`src/rtl/mips32_hazard_scoreboard_if.sv`:
```
// ---------------------------------------------------------------------------
// mips32_hazard_scoreboard_if
//
// Bundle between the ID stage and the register hazard scoreboard.
//
//   ID stage -> scoreboard (master drives):
//     id_valid, id_rs, id_rs_used, id_rt, id_rt_used, id_rd, id_wr_en,
//     id_halt, flush
//   scoreboard -> ID stage (slave drives):
//     stall, issue, busy_mask[NREGS], halted, drained, stall_cycles[CNT_W]
//
// NREGS/REG_AW/CNT_W must match the parameters of the scoreboard that is
// bound to the slave modport.
// ---------------------------------------------------------------------------
`timescale 1ns/1ps

interface mips32_hazard_scoreboard_if #(
  parameter int NREGS  = 32,
  parameter int REG_AW = 5,
  parameter int CNT_W  = 16
);

  // Instruction currently held in ID
  logic              id_valid;
  logic [REG_AW-1:0] id_rs;
  logic              id_rs_used;
  logic [REG_AW-1:0] id_rt;
  logic              id_rt_used;
  logic [REG_AW-1:0] id_rd;
  logic              id_wr_en;
  logic              id_halt;
  logic              flush;

  // Scoreboard responses
  logic              stall;
  logic              issue;
  logic [NREGS-1:0]  busy_mask;
  logic              halted;
  logic              drained;
  logic [CNT_W-1:0]  stall_cycles;

  modport master (
    output id_valid, id_rs, id_rs_used, id_rt, id_rt_used,
           id_rd, id_wr_en, id_halt, flush,
    input  stall, issue, busy_mask, halted, drained, stall_cycles
  );

  modport slave (
    input  id_valid, id_rs, id_rs_used, id_rt, id_rt_used,
           id_rd, id_wr_en, id_halt, flush,
    output stall, issue, busy_mask, halted, drained, stall_cycles
  );

endinterface

```
`src/rtl/mips32_hazard_scoreboard.sv`:
```
// ---------------------------------------------------------------------------
// mips32_hazard_scoreboard
//
// Register scoreboard beside the ID stage of the pipelined MIPS32 core.
// Every issued register write arms a 4-bit countdown for its destination;
// an instruction whose used sources are still counting is held in ID.
// HLT is latched, and the block reports when the pipeline has drained
// after the halt plus a saturating count of stall cycles.
//
// Ports:
//   clk1  - single clock, rising edge
//   rst   - asynchronous, active-high reset
//   sb    - slave side of mips32_hazard_scoreboard_if:
//             in : id_valid, id_rs/_used, id_rt/_used, id_rd, id_wr_en,
//                  id_halt, flush
//             out: stall, issue (combinational on the ID inputs),
//                  busy_mask (combinational on the counters),
//                  halted, drained, stall_cycles (registered)
//
// Parameters:
//   NREGS     - architectural registers, R0 hardwired zero (<= 2**REG_AW)
//   REG_AW    - register index width
//   WB_LAT    - cycles from issue until the write completes (1..15)
//   WB_BYPASS - 1: write-first register file, a counter of 1 is readable
//   CNT_W     - width of the stall statistics counter
// ---------------------------------------------------------------------------
`timescale 1ns/1ps

module mips32_hazard_scoreboard #(
  parameter int NREGS     = 32,
  parameter int REG_AW    = 5,
  parameter int WB_LAT    = 3,
  parameter int WB_BYPASS = 1,
  parameter int CNT_W     = 16
) (
  input  logic                        clk1,
  input  logic                        rst,
  mips32_hazard_scoreboard_if.slave   sb
);

  typedef logic [3:0] cnt_t;

  localparam cnt_t LAT = cnt_t'(WB_LAT);

  // Per-register countdown: nonzero means a write to that register is
  // still in flight. Entry 0 exists only to keep indexing uniform and is
  // held at zero.
  cnt_t             cnt_q [NREGS];
  cnt_t             cnt_d [NREGS];
  logic             halted_q,    halted_d;
  logic             drained_q,   drained_d;
  logic [CNT_W-1:0] stall_cnt_q, stall_cnt_d;

  cnt_t             rs_cnt, rt_cnt;
  logic             rs_haz, rt_haz, hazard;
  logic             stall, issue, wr_load, all_zero;
  logic [NREGS-1:0] busy;

  // A source is unsafe to read while its counter says the write has not
  // landed yet. With a write-first register file the final cycle (count 1)
  // already returns the new value.
  function automatic logic pending(input cnt_t c);
    if (WB_BYPASS != 0) pending = (c > 4'd1);
    else                pending = (c != 4'd0);
  endfunction

  // ---- source lookup and hazard detection --------------------------------
  // NOTE: every variable assigned in an always_comb gets a default first so
  // that no path leaves it holding its old value, which would infer a latch.
  always_comb begin
    rs_cnt = '0;
    rt_cnt = '0;
    // Loop starts at 1, so R0 (and any index beyond NREGS) reads as idle.
    for (int i = 1; i < NREGS; i++) begin
      if (sb.id_rs == REG_AW'(i)) rs_cnt = cnt_q[i];
      if (sb.id_rt == REG_AW'(i)) rt_cnt = cnt_q[i];
    end

    rs_haz = sb.id_rs_used & pending(rs_cnt);
    rt_haz = sb.id_rt_used & pending(rt_cnt);
    // HLT carries no operands, so its source fields are ignored.
    hazard = ~sb.id_halt & (rs_haz | rt_haz);

    stall  = sb.id_valid &  hazard & ~sb.flush & ~halted_q;
    issue  = sb.id_valid & ~hazard & ~sb.flush & ~halted_q;

    // Writes to R0 are dropped; HLT never arms a counter.
    wr_load = issue & ~sb.id_halt & sb.id_wr_en & (sb.id_rd != '0);
  end

  // ---- next-state ---------------------------------------------------------
  always_comb begin
    all_zero = 1'b1;
    busy     = '0;
    cnt_d[0] = '0;
    for (int i = 1; i < NREGS; i++) begin
      busy[i]  = (cnt_q[i] != 4'd0);
      all_zero = all_zero & ~busy[i];
      // The hazard check above used the old value, so an instruction whose
      // rd matches its own rs/rt never stalls on its own reload.
      cnt_d[i] = busy[i] ? (cnt_q[i] - 4'd1) : 4'd0;
      if (wr_load && (sb.id_rd == REG_AW'(i))) cnt_d[i] = LAT;
    end

    halted_d  = halted_q | (issue & sb.id_halt);
    // Built from the current counters, so drained rises one cycle after
    // the last counter is seen at zero.
    drained_d = halted_q & all_zero;

    stall_cnt_d = stall_cnt_q;
    if (stall && (stall_cnt_q != {CNT_W{1'b1}})) stall_cnt_d = stall_cnt_q + 1'b1;
  end

  // ---- state --------------------------------------------------------------
  // NOTE: sequential state uses non-blocking assignments so every flop
  // samples its _d value from before the edge, independent of statement order.
  always_ff @(posedge clk1 or posedge rst) begin
    if (rst) begin
      // NOTE: the counter array is reset like any control flop; busy_mask and
      // the hazard logic read it directly, so it can never start as garbage.
      for (int i = 0; i < NREGS; i++) cnt_q[i] <= '0;
      halted_q    <= 1'b0;
      drained_q   <= 1'b0;
      stall_cnt_q <= '0;
    end else begin
      for (int i = 0; i < NREGS; i++) cnt_q[i] <= cnt_d[i];
      halted_q    <= halted_d;
      drained_q   <= drained_d;
      stall_cnt_q <= stall_cnt_d;
    end
  end

  // ---- outputs ------------------------------------------------------------
  assign sb.stall        = stall;
  assign sb.issue        = issue;
  assign sb.busy_mask    = busy;
  assign sb.halted       = halted_q;
  assign sb.drained      = drained_q;
  assign sb.stall_cycles = stall_cnt_q;

endmodule
```
`src/flat_wrapper.sv`:
```
// flat-port wrapper written by rule: the top's interface ports become plain ports
module mips32_hazard_scoreboard_flat 
#(
  parameter int NREGS     = 32,
  parameter int REG_AW    = 5,
  parameter int WB_LAT    = 3,
  parameter int WB_BYPASS = 1,
  parameter int CNT_W     = 16
)
  (clk1, rst, sb_id_valid, sb_id_rs, sb_id_rs_used, sb_id_rt, sb_id_rt_used, sb_id_rd, sb_id_wr_en, sb_id_halt, sb_flush, sb_stall, sb_issue, sb_busy_mask, sb_halted, sb_drained, sb_stall_cycles);
  mips32_hazard_scoreboard_if #(.NREGS(NREGS), .REG_AW(REG_AW), .CNT_W(CNT_W)) sb_i ();
  input  logic clk1;
  input  logic rst;
  input wire logic [$bits(sb_i.id_valid)-1:0] sb_id_valid;
  input wire logic [$bits(sb_i.id_rs)-1:0] sb_id_rs;
  input wire logic [$bits(sb_i.id_rs_used)-1:0] sb_id_rs_used;
  input wire logic [$bits(sb_i.id_rt)-1:0] sb_id_rt;
  input wire logic [$bits(sb_i.id_rt_used)-1:0] sb_id_rt_used;
  input wire logic [$bits(sb_i.id_rd)-1:0] sb_id_rd;
  input wire logic [$bits(sb_i.id_wr_en)-1:0] sb_id_wr_en;
  input wire logic [$bits(sb_i.id_halt)-1:0] sb_id_halt;
  input wire logic [$bits(sb_i.flush)-1:0] sb_flush;
  output wire logic [$bits(sb_i.stall)-1:0] sb_stall;
  output wire logic [$bits(sb_i.issue)-1:0] sb_issue;
  output wire logic [$bits(sb_i.busy_mask)-1:0] sb_busy_mask;
  output wire logic [$bits(sb_i.halted)-1:0] sb_halted;
  output wire logic [$bits(sb_i.drained)-1:0] sb_drained;
  output wire logic [$bits(sb_i.stall_cycles)-1:0] sb_stall_cycles;
  assign sb_i.id_valid = sb_id_valid;
  assign sb_i.id_rs = sb_id_rs;
  assign sb_i.id_rs_used = sb_id_rs_used;
  assign sb_i.id_rt = sb_id_rt;
  assign sb_i.id_rt_used = sb_id_rt_used;
  assign sb_i.id_rd = sb_id_rd;
  assign sb_i.id_wr_en = sb_id_wr_en;
  assign sb_i.id_halt = sb_id_halt;
  assign sb_i.flush = sb_flush;
  assign sb_stall = sb_i.stall;
  assign sb_issue = sb_i.issue;
  assign sb_busy_mask = sb_i.busy_mask;
  assign sb_halted = sb_i.halted;
  assign sb_drained = sb_i.drained;
  assign sb_stall_cycles = sb_i.stall_cycles;
  mips32_hazard_scoreboard #(.NREGS(NREGS), .REG_AW(REG_AW), .WB_LAT(WB_LAT), .WB_BYPASS(WB_BYPASS), .CNT_W(CNT_W)) u_core (.clk1(clk1), .rst(rst), .sb(sb_i));
endmodule
```
`config.mk`:
```
export PLATFORM = sky130hd
export DESIGN_NAME = mips32_hazard_scoreboard_flat
export DESIGN_NICKNAME = d
export VERILOG_FILES = /design/src/rtl/mips32_hazard_scoreboard_if.sv /design/src/rtl/mips32_hazard_scoreboard.sv /design/src/flat_wrapper.sv
export SDC_FILE = /design/constraint.sdc
export NUM_CORES = 1
export LEC_CHECK = 0
export ABC_AREA = 1
export ABC_CLOCK_PERIOD_IN_PS = 6500
export CAP_MARGIN = 30
export CORE_AREA = 2 2 114 199
export DETAILED_ROUTE_END_ITERATION = 16
export DIE_AREA = 0 0 116 201
export SYNTH_ARGS = -nofsm -noshare
export SYNTH_HDL_FRONTEND = slang
export SYNTH_SLANG_ARGS = --single-unit
```
`constraint.sdc`:
```
create_clock -name clk1 -period 6.5 [get_ports clk1]
set_input_delay 1.3 -clock clk1 [delete_from_list [all_inputs] [get_ports clk1]]
set_output_delay 1.3 -clock clk1 [all_outputs]
set_load 0.01 [all_outputs]
```
==> impl_results.md, run 1 <==
* Antenna cell count at 0
* Crit. End Element: primary output
* Primary FF master, synth: dfrtp_1
* Met2 usage at 46.01%
* Reg-to-Reg Start: u_core.cnt_q[114]$_DFF_PP0_
* Total Wirelength at ~28 mm
* Worst-Skew Late Latency at roughly 0.44 ns
* Layout cells sized above 1 at 7.425%
* Post-synthesis sequential area ratio at 36.84%
* CP Launch Type: input pin
* CTS root buffer: clkbuf_16
* Top-Level Pins at 75
* Final Max Slew Viols at 0
* Pleak at a little under 6 nW
* CP Max Fanout at 9
* Clock sinks at ~140
* Hold buffer count at CTS at 0
* Top cells by count, synth: 381 x nand2_1, 266 x inv_1, 193 x nor2_1
* Tot Pwr at 3.148 mW
* Core ar. at 21800 um2
* Count of TritonRoute iterations in the first routing pass at 5
* CTS tree: done
* Synth cell types at 41
* Setup_tns at 0 ns
* Leading area contributor after synthesis: dfrtp_1
* Syn Std Cell Area at ~9600 um2
* Initial core utilization at approximately 44%
* Worst min path class: reg -> reg
* Clk_skew at 0.01295 ns
* Slew margin rel. at 40.18%
* Die area at 23320 um2
* First-pass GRT wire length at 45.60 mm
* R2R Path End: u_core.cnt_q[123]$_DFF_PP0_
* Crit share post-route at 95.88%
* # rows at ~70
* Worst hold start: u_core.cnt_q[104]$_DFF_PP0_
* Crit path DAT at 4.93 ns
* Port-buffer cells at 73
* DR WL/cell at ~16 um
* Met3 GRT Util at under 10%
* Syn nets at 1419
* Vias post-DR at 9056
* Initial antenna violation count at 0
* Post-layout min period at around 6.2 ns
* Final-report hold violation count at 0
* Placer Congestion at a little under 1
* Die width at 116 um
* Reg2Reg Setup Slack at 2.42 ns
* Vias in the first global route at 9135
* WP data required at 5.20 ns
* Worst-path clk slew at approximately 0.060 ns
* GR met1 Demand/Resource at 27.13%
* GR peak layer: met2
* Setup CP Type: in -> out
* Fmax at 160.5 MHz
* Power Density at about 280 nW/um2
* Top cells by area, synth: dfrtp_1 37%, nand2_1 15%, inv_1 10%, nor2_1 7.5%, nand4_4 6.6%
* Vias/cell at just over 5
* Top cell type's share of synthesized area at a little under two fifths
* Outcome: complete, no violations
* Asr flop ratio synth at 100.0%
* Largest net degree at the start of global routing at 53
* Bufs on Longest Clock Path at 2
* Cell with the most instances after synthesis: nand2_1
* TritonCTS buffer count at 17
* WHS Path Cells at 1
* Register bit total from synthesis at around 140
* Avg Inst Size Synth at 6.914 um2
* Maximum vdd drop at 0.1544 mV
* Layout area overhead at 17.46%
* Final setup vio count at 0
* YS warnings at 0
* Post-route ant nets at 0
* Die Span Y at about 200 um
* GR Overflow Total at 0
* Post-route insts no fill at 1791
* Max Cap Viol at 0
* H-Tree Depth at 4
* Placed Cells at 1753
* Worst-Margin Slew at approximately 0.87 ns
* Fin util at approximately half
* Nets at approximately 1500
* Remaining routing DRC violations at 0
* Gate Count Post-Synth at 1395
* EDFF count, synth at 0
* Hold EP: u_core.cnt_q[104]$_DFF_PP0_
* Iter 0 DRT Violations at ~470
* GRT Overall Usage at between 20% and 30%
* DP HPWL at ~22 mm
* Logic depth of the worst register-to-register path at 25
[sequential cells by signal (all words and copies together), names as in the netlist]
register / count
u_core.sb.drained: 1
u_core.sb.halted: 1
u_core.sb.stall_cycles: 16
u_core.cnt_q: 124
[repair_timing]
| item | CTS | global route |
|---|---|---|
| setup buffers | 0 | 6 |
| endpoints found under the setup margin | 0 | 2 |
| resized for setup | 0 | 8 |
[critical path, cell delays in order]
cell and delay [ns]:
clkdlybuf4s50_1 0.60, nor2_4 0.10, nand3_1 0.15, nor2_1 0.05
nor3_1 0.26, nand4_1 0.25, nand2_1 0.12, nand4_1 0.09
nand2_1 0.08, nand4_1 0.07, nand2_1 0.13, nand4_1 0.11
nor2_1 0.11, nand4_1 0.08, nand2_1 0.10, nand4_1 0.08
nor2_1 0.12, nand3_1 0.08, nand2_1 0.06, nand2_1 0.05
nand2_1 0.11, nand2_4 0.09, a21oi_1 0.14, clkdlybuf4s50_1 0.57
[cell type report]
class | count | area, um2
clock inverter | 10 | 112.6
multi-input combinational | 957 | 4925
inverter | 274 | 1033
timing repair buffer | 90 | 860.8
clock buffer | 22 | 474.2
tap | 296 | 370.4
fill | 2222 | 10470
sequential | 142 | 3553
[how the worst max path moves through the flow]
| stage | startpoint | end | slack, ns | cells after the start |
|---|---|---|---|---|
| floorplan | rst | u_core.cnt_q[0]$_DFF_PP0_ | 1.39 | 1 |
| global placement | sb_id_rt[1] | sb_stall | 0.11 | 30 |
| detailed placement | sb_id_rt[1] | sb_stall | 0.12 | 30 |
| CTS | sb_id_rt[1] | sb_stall | 0.12 | 30 |
| global route | sb_id_rt[2] | sb_stall | -0.001 | 30 |
| finish | sb_id_rt[2] | sb_issue | 0.27 | 24 |
[where the power goes]
part	switching, mW	total (mW)	internal [mW]
Sequential	0.153	1.18	1.03
Clock	0.385	0.977	0.592
Combinational	0.604	0.991	0.387
[cells by family after synthesis]
group / after synthesis / synth area share (%)
fa+ha+maj: 1 / 0.1297
other cells: 1 / 0.03888
xor+xnor: 28 / 2.542
buf+inv: 296 / 12.41
flops: 142 / 36.84
compound gates: 202 / 11.56
simple gates: 725 / 36.48
[per-layer routing]
layer  vias up  wire length (um)
met5         -                 0
met4         0              1731
met3        86              1064
met2       237             14920
met1      4189             10650
li1       4544                 -
[cell usage in the layout (no fill, tap or decap), types with 2 or more instances in the layout]
| cell | instances |
|---|---|
| a21boi_0 | 10 |
| dfrtp_1 | 142 |
| clkbuf_16 | 17 |
| nand3_1 | 39 |
| inv_2 | 9 |
| nor3_1 | 18 |
| nand4_4 | 30 |
| or2_2 | 3 |
| clkinv_2 | 3 |
| clkinvlp_4 | 5 |
| dlymetal6s2s_1 | 2 |
| clkbuf_8 | 3 |
| o21ai_0 | 21 |
| xnor2_1 | 5 |
| nor2_1 | 192 |
| nor2_2 | 3 |
| o21a_1 | 17 |
| clkdlybuf4s50_1 | 71 |
| clkbuf_1 | 2 |
| nand4_1 | 35 |
| nand2_2 | 2 |
| inv_1 | 264 |
| o21ai_1 | 33 |
| nor4_1 | 9 |
| a21oi_1 | 109 |
| nor3_2 | 3 |
| xor2_1 | 23 |
| o22ai_1 | 3 |
| bufinv_16 | 2 |
| nand2_4 | 2 |
| buf_4 | 16 |
| o21ai_2 | 4 |
| nand2_1 | 380 |
| nor2_4 | 5 |
[through the flow]
step           hold WS (ns)  setup slack [ns]  area, um2
6_report             0.4793            0.2679      11330
5_1_grt              0.5082        -0.0009583      11330
4_1_cts              0.4816            0.1155      11250
3_5_place_dp         0.4694            0.1229      10670
3_3_place_gp         0.4669            0.1110      10660
2_1_floorplan        0.4479             1.390       9646
No activity file was read; power rests on OpenSTA's default activity.
==> inputs of run 2 (changes only) <==
--- a/config.mk
+++ b/config.mk
@@ -9,6 +9,7 @@
 export ABC_CLOCK_PERIOD_IN_PS = 6500
 export CAP_MARGIN = 30
 export CORE_AREA = 2 2 114 199
+export CTS_CLUSTER_DIAMETER = 80
 export DETAILED_ROUTE_END_ITERATION = 16
 export DIE_AREA = 0 0 116 201
 export SYNTH_ARGS = -nofsm -noshare
==> results of run 2 <==
The final DEF is identical to that of run 1; final timing and power are the same.
==> inputs of run 3 (changes only) <==
--- a/config.mk
+++ b/config.mk
@@ -8,10 +8,11 @@
 export ABC_AREA = 1
 export ABC_CLOCK_PERIOD_IN_PS = 6500
 export CAP_MARGIN = 30
-export CORE_AREA = 2 2 114 199
+export CORE_AREA = 2 2 211 109
 export CTS_CLUSTER_DIAMETER = 80
 export DETAILED_ROUTE_END_ITERATION = 16
-export DIE_AREA = 0 0 116 201
+export DIE_AREA = 0 0 213 111
+export SLEW_MARGIN = 20
 export SYNTH_ARGS = -nofsm -noshare
 export SYNTH_HDL_FRONTEND = slang
 export SYNTH_SLANG_ARGS = --single-unit
==> impl_results.md, run 3 (synthesized netlist as in run 1, its figures left out) <==
* Critical path's largest stage delay at 0.56 ns
* CP max-delay cell: clkdlybuf4s50_1
* Dpl ws at 0.03045 ns
* CP Max Fanout at 5
* Post-route ant nets at 0
* Most frequent CP cell: nand2_1
* Power Density at 285.5 nW/um2
* Vias/cell at 5.077
* Iter 0 DRT Violations at just over 1000
* Die width at 213 um
* Setup_tns at 0 ns
* Clock sinks at 142
* Largest reg by FF count: u_core.cnt_q
* Critical path depth in cells at 30
* Post-route worst setup slack at 0.3340 ns
* Placer Congestion at 1.014
* Bufs on Longest Clock Path at 2
* Layout cells sized above 1 at 7.378%
* CTS tree: done
* Core ar. at around 22000 um2
* Largest net degree at the start of global routing at 71
* Clk_skew at approximately 0.014 ns
* DR WL/cell at roughly 16 um
* Worst-Margin Slew at 1.034 ns
* Fmax at 162.2 MHz
* Largest register FFs at 124
* Hold buffer count at CTS at 0
* Maximum vdd drop at 0.1949 mV
* Final-report hold violation count at 0
* Post-layout min period at between 6 and 7 ns
* Crit-path leading delay family: simple AND/OR/NAND/NOR gates
* Crit. End Element: primary output
* Layout area overhead at 17.73%
* Outcome: complete, no violations
* Nets at 1502
* DP HPWL at about 23 mm
* Final Max Slew Viols at 0
* Initial core utilization at 43.64%
* Worst path bufs/invs at 3
* Vias in the first global route at between 8000 and 9000
* H-Tree Depth at 4
* CTS root buffer: clkbuf_16
* Worst-Skew Late Latency at 0.45 ns
* Max Cap Viol at 0
* Setup CP Type: in -> out
* RSZ-0062 raised after global routing: no
* Antenna cell count at 0
* TritonCTS buffer count at 17
* Remaining routing DRC violations at 0
* Most frequent cells in the layout: 380 x nand2_1, 264 x inv_1, 191 x nor2_1
* Pleak at 5.880 nW
* Port-buffer cells at between 70 and 80
* Die Span Y at around 110 um
* Count of TritonRoute iterations in the first routing pass at 5
* Worst Hold Margin at 0.4790 ns
* Worst-path clk slew at about 0.060 ns
* Top-Level Pins at between 70 and 80
* GR Overflow Total at 0
* CP Launch Type: input pin
* Final setup vio count at 0
* Commonest non-fill, non-tap cell in the layout: nand2_1
* WP data required at 5.20 ns
* Crit share post-route at 94.86%
* Slew margin rel. at 30.45%
* # rows at 39
* Total Wirelength at 29.40 mm
* Vias post-DR at 9128
* Die area at 23640 um2
* Worst min path class: reg -> reg
* First-pass GRT wire length at around 46 mm
* Logic depth of the worst register-to-register path at 27
* Initial antenna violation count at 0
* WHS Path Cells at 1
* GRT Overall Usage at 25.95%
* Crit path DAT at 4.87 ns
run 3: cell count changes in the layout (fill, tap and decap cells not counted), moves of 2 or more:
cell	before	now
buf_4	16	12
nor2_2	3	6
clkinv_4	0	6
clkbuf_8	3	1
clkinvlp_4	5	1
nor2_4	5	3
bufinv_16	2	4
run 3: worst paths after layout:
check                                                              end  slack, ns                         from
min in group asynchronous       u_core.sb.stall_cycles[13]$_DFFE_PP0P_       1.31                          rst
max in group asynchronous                  u_core.cnt_q[113]$_DFF_PP0_       4.16                          rst
worst max-delay path                                          sb_stall       0.33                  sb_id_rt[0]
worst min-delay path                         u_core.cnt_q[8]$_DFF_PP0_       0.48    u_core.cnt_q[8]$_DFF_PP0_
worst max register to register              u_core.cnt_q[78]$_DFF_PP0_       2.62  u_core.cnt_q[114]$_DFF_PP0_
worst min register to register               u_core.cnt_q[8]$_DFF_PP0_       0.48    u_core.cnt_q[8]$_DFF_PP0_
run 3: through the flow:
step                cells  cell area, um2  utilization (%)  power [mW]
finish               1798           11360            51.37       3.242
global route         1798           11360            51.37       3.457
CTS                  1798           11330            51.25       3.252
detailed placement   1766           10700            48.39       2.176
global placement     1765           10690            48.37       2.163
floorplan            1395            9646                -       1.823
run 3: repair_timing:
action | CTS | global route
endpoints found under the setup margin | 0 | 2
buffers inserted | 0 | 0
resized for setup | 0 | 10
run 3: layout make-up:
type / instances / area, um2
Clock buffer: 19 / 442.9
Clock inverter: 13 / 190.2
Timing Repair Buffer: 86 / 833.3
Inverter: 274 / 1036
Fill cell: 2161 / 10750
Tap cell: 307 / 384.1
Multi-Input combinational cell: 957 / 4916
Sequential cell: 142 / 3553
run 3: where the power goes:
group / switching (mW) / total, mW / internal (mW)
clock: 0.404 / 1.06 / 0.653
combinational: 0.616 / 1.00 / 0.386
sequential: 0.156 / 1.18 / 1.03
run 3: worst reg2reg max path: cells and delay by family, from the launching register on:
kind	cells	cell delay (ns)
AND/OR/NAND/NOR	24	2.50
buffers and inverters	3	0.90
flip-flops	1	0.37
run 3: layer usage:
layer | track usage (%) | up-vias | routed length (um)
li1 | - | 4542 | -
met3 | 10.40 | 22 | 3495
met1 | 43.35 | 4174 | 15620
met5 | 0 | - | 0
met2 | 29.01 | 390 | 9945
met4 | 5.594 | 0 | 339
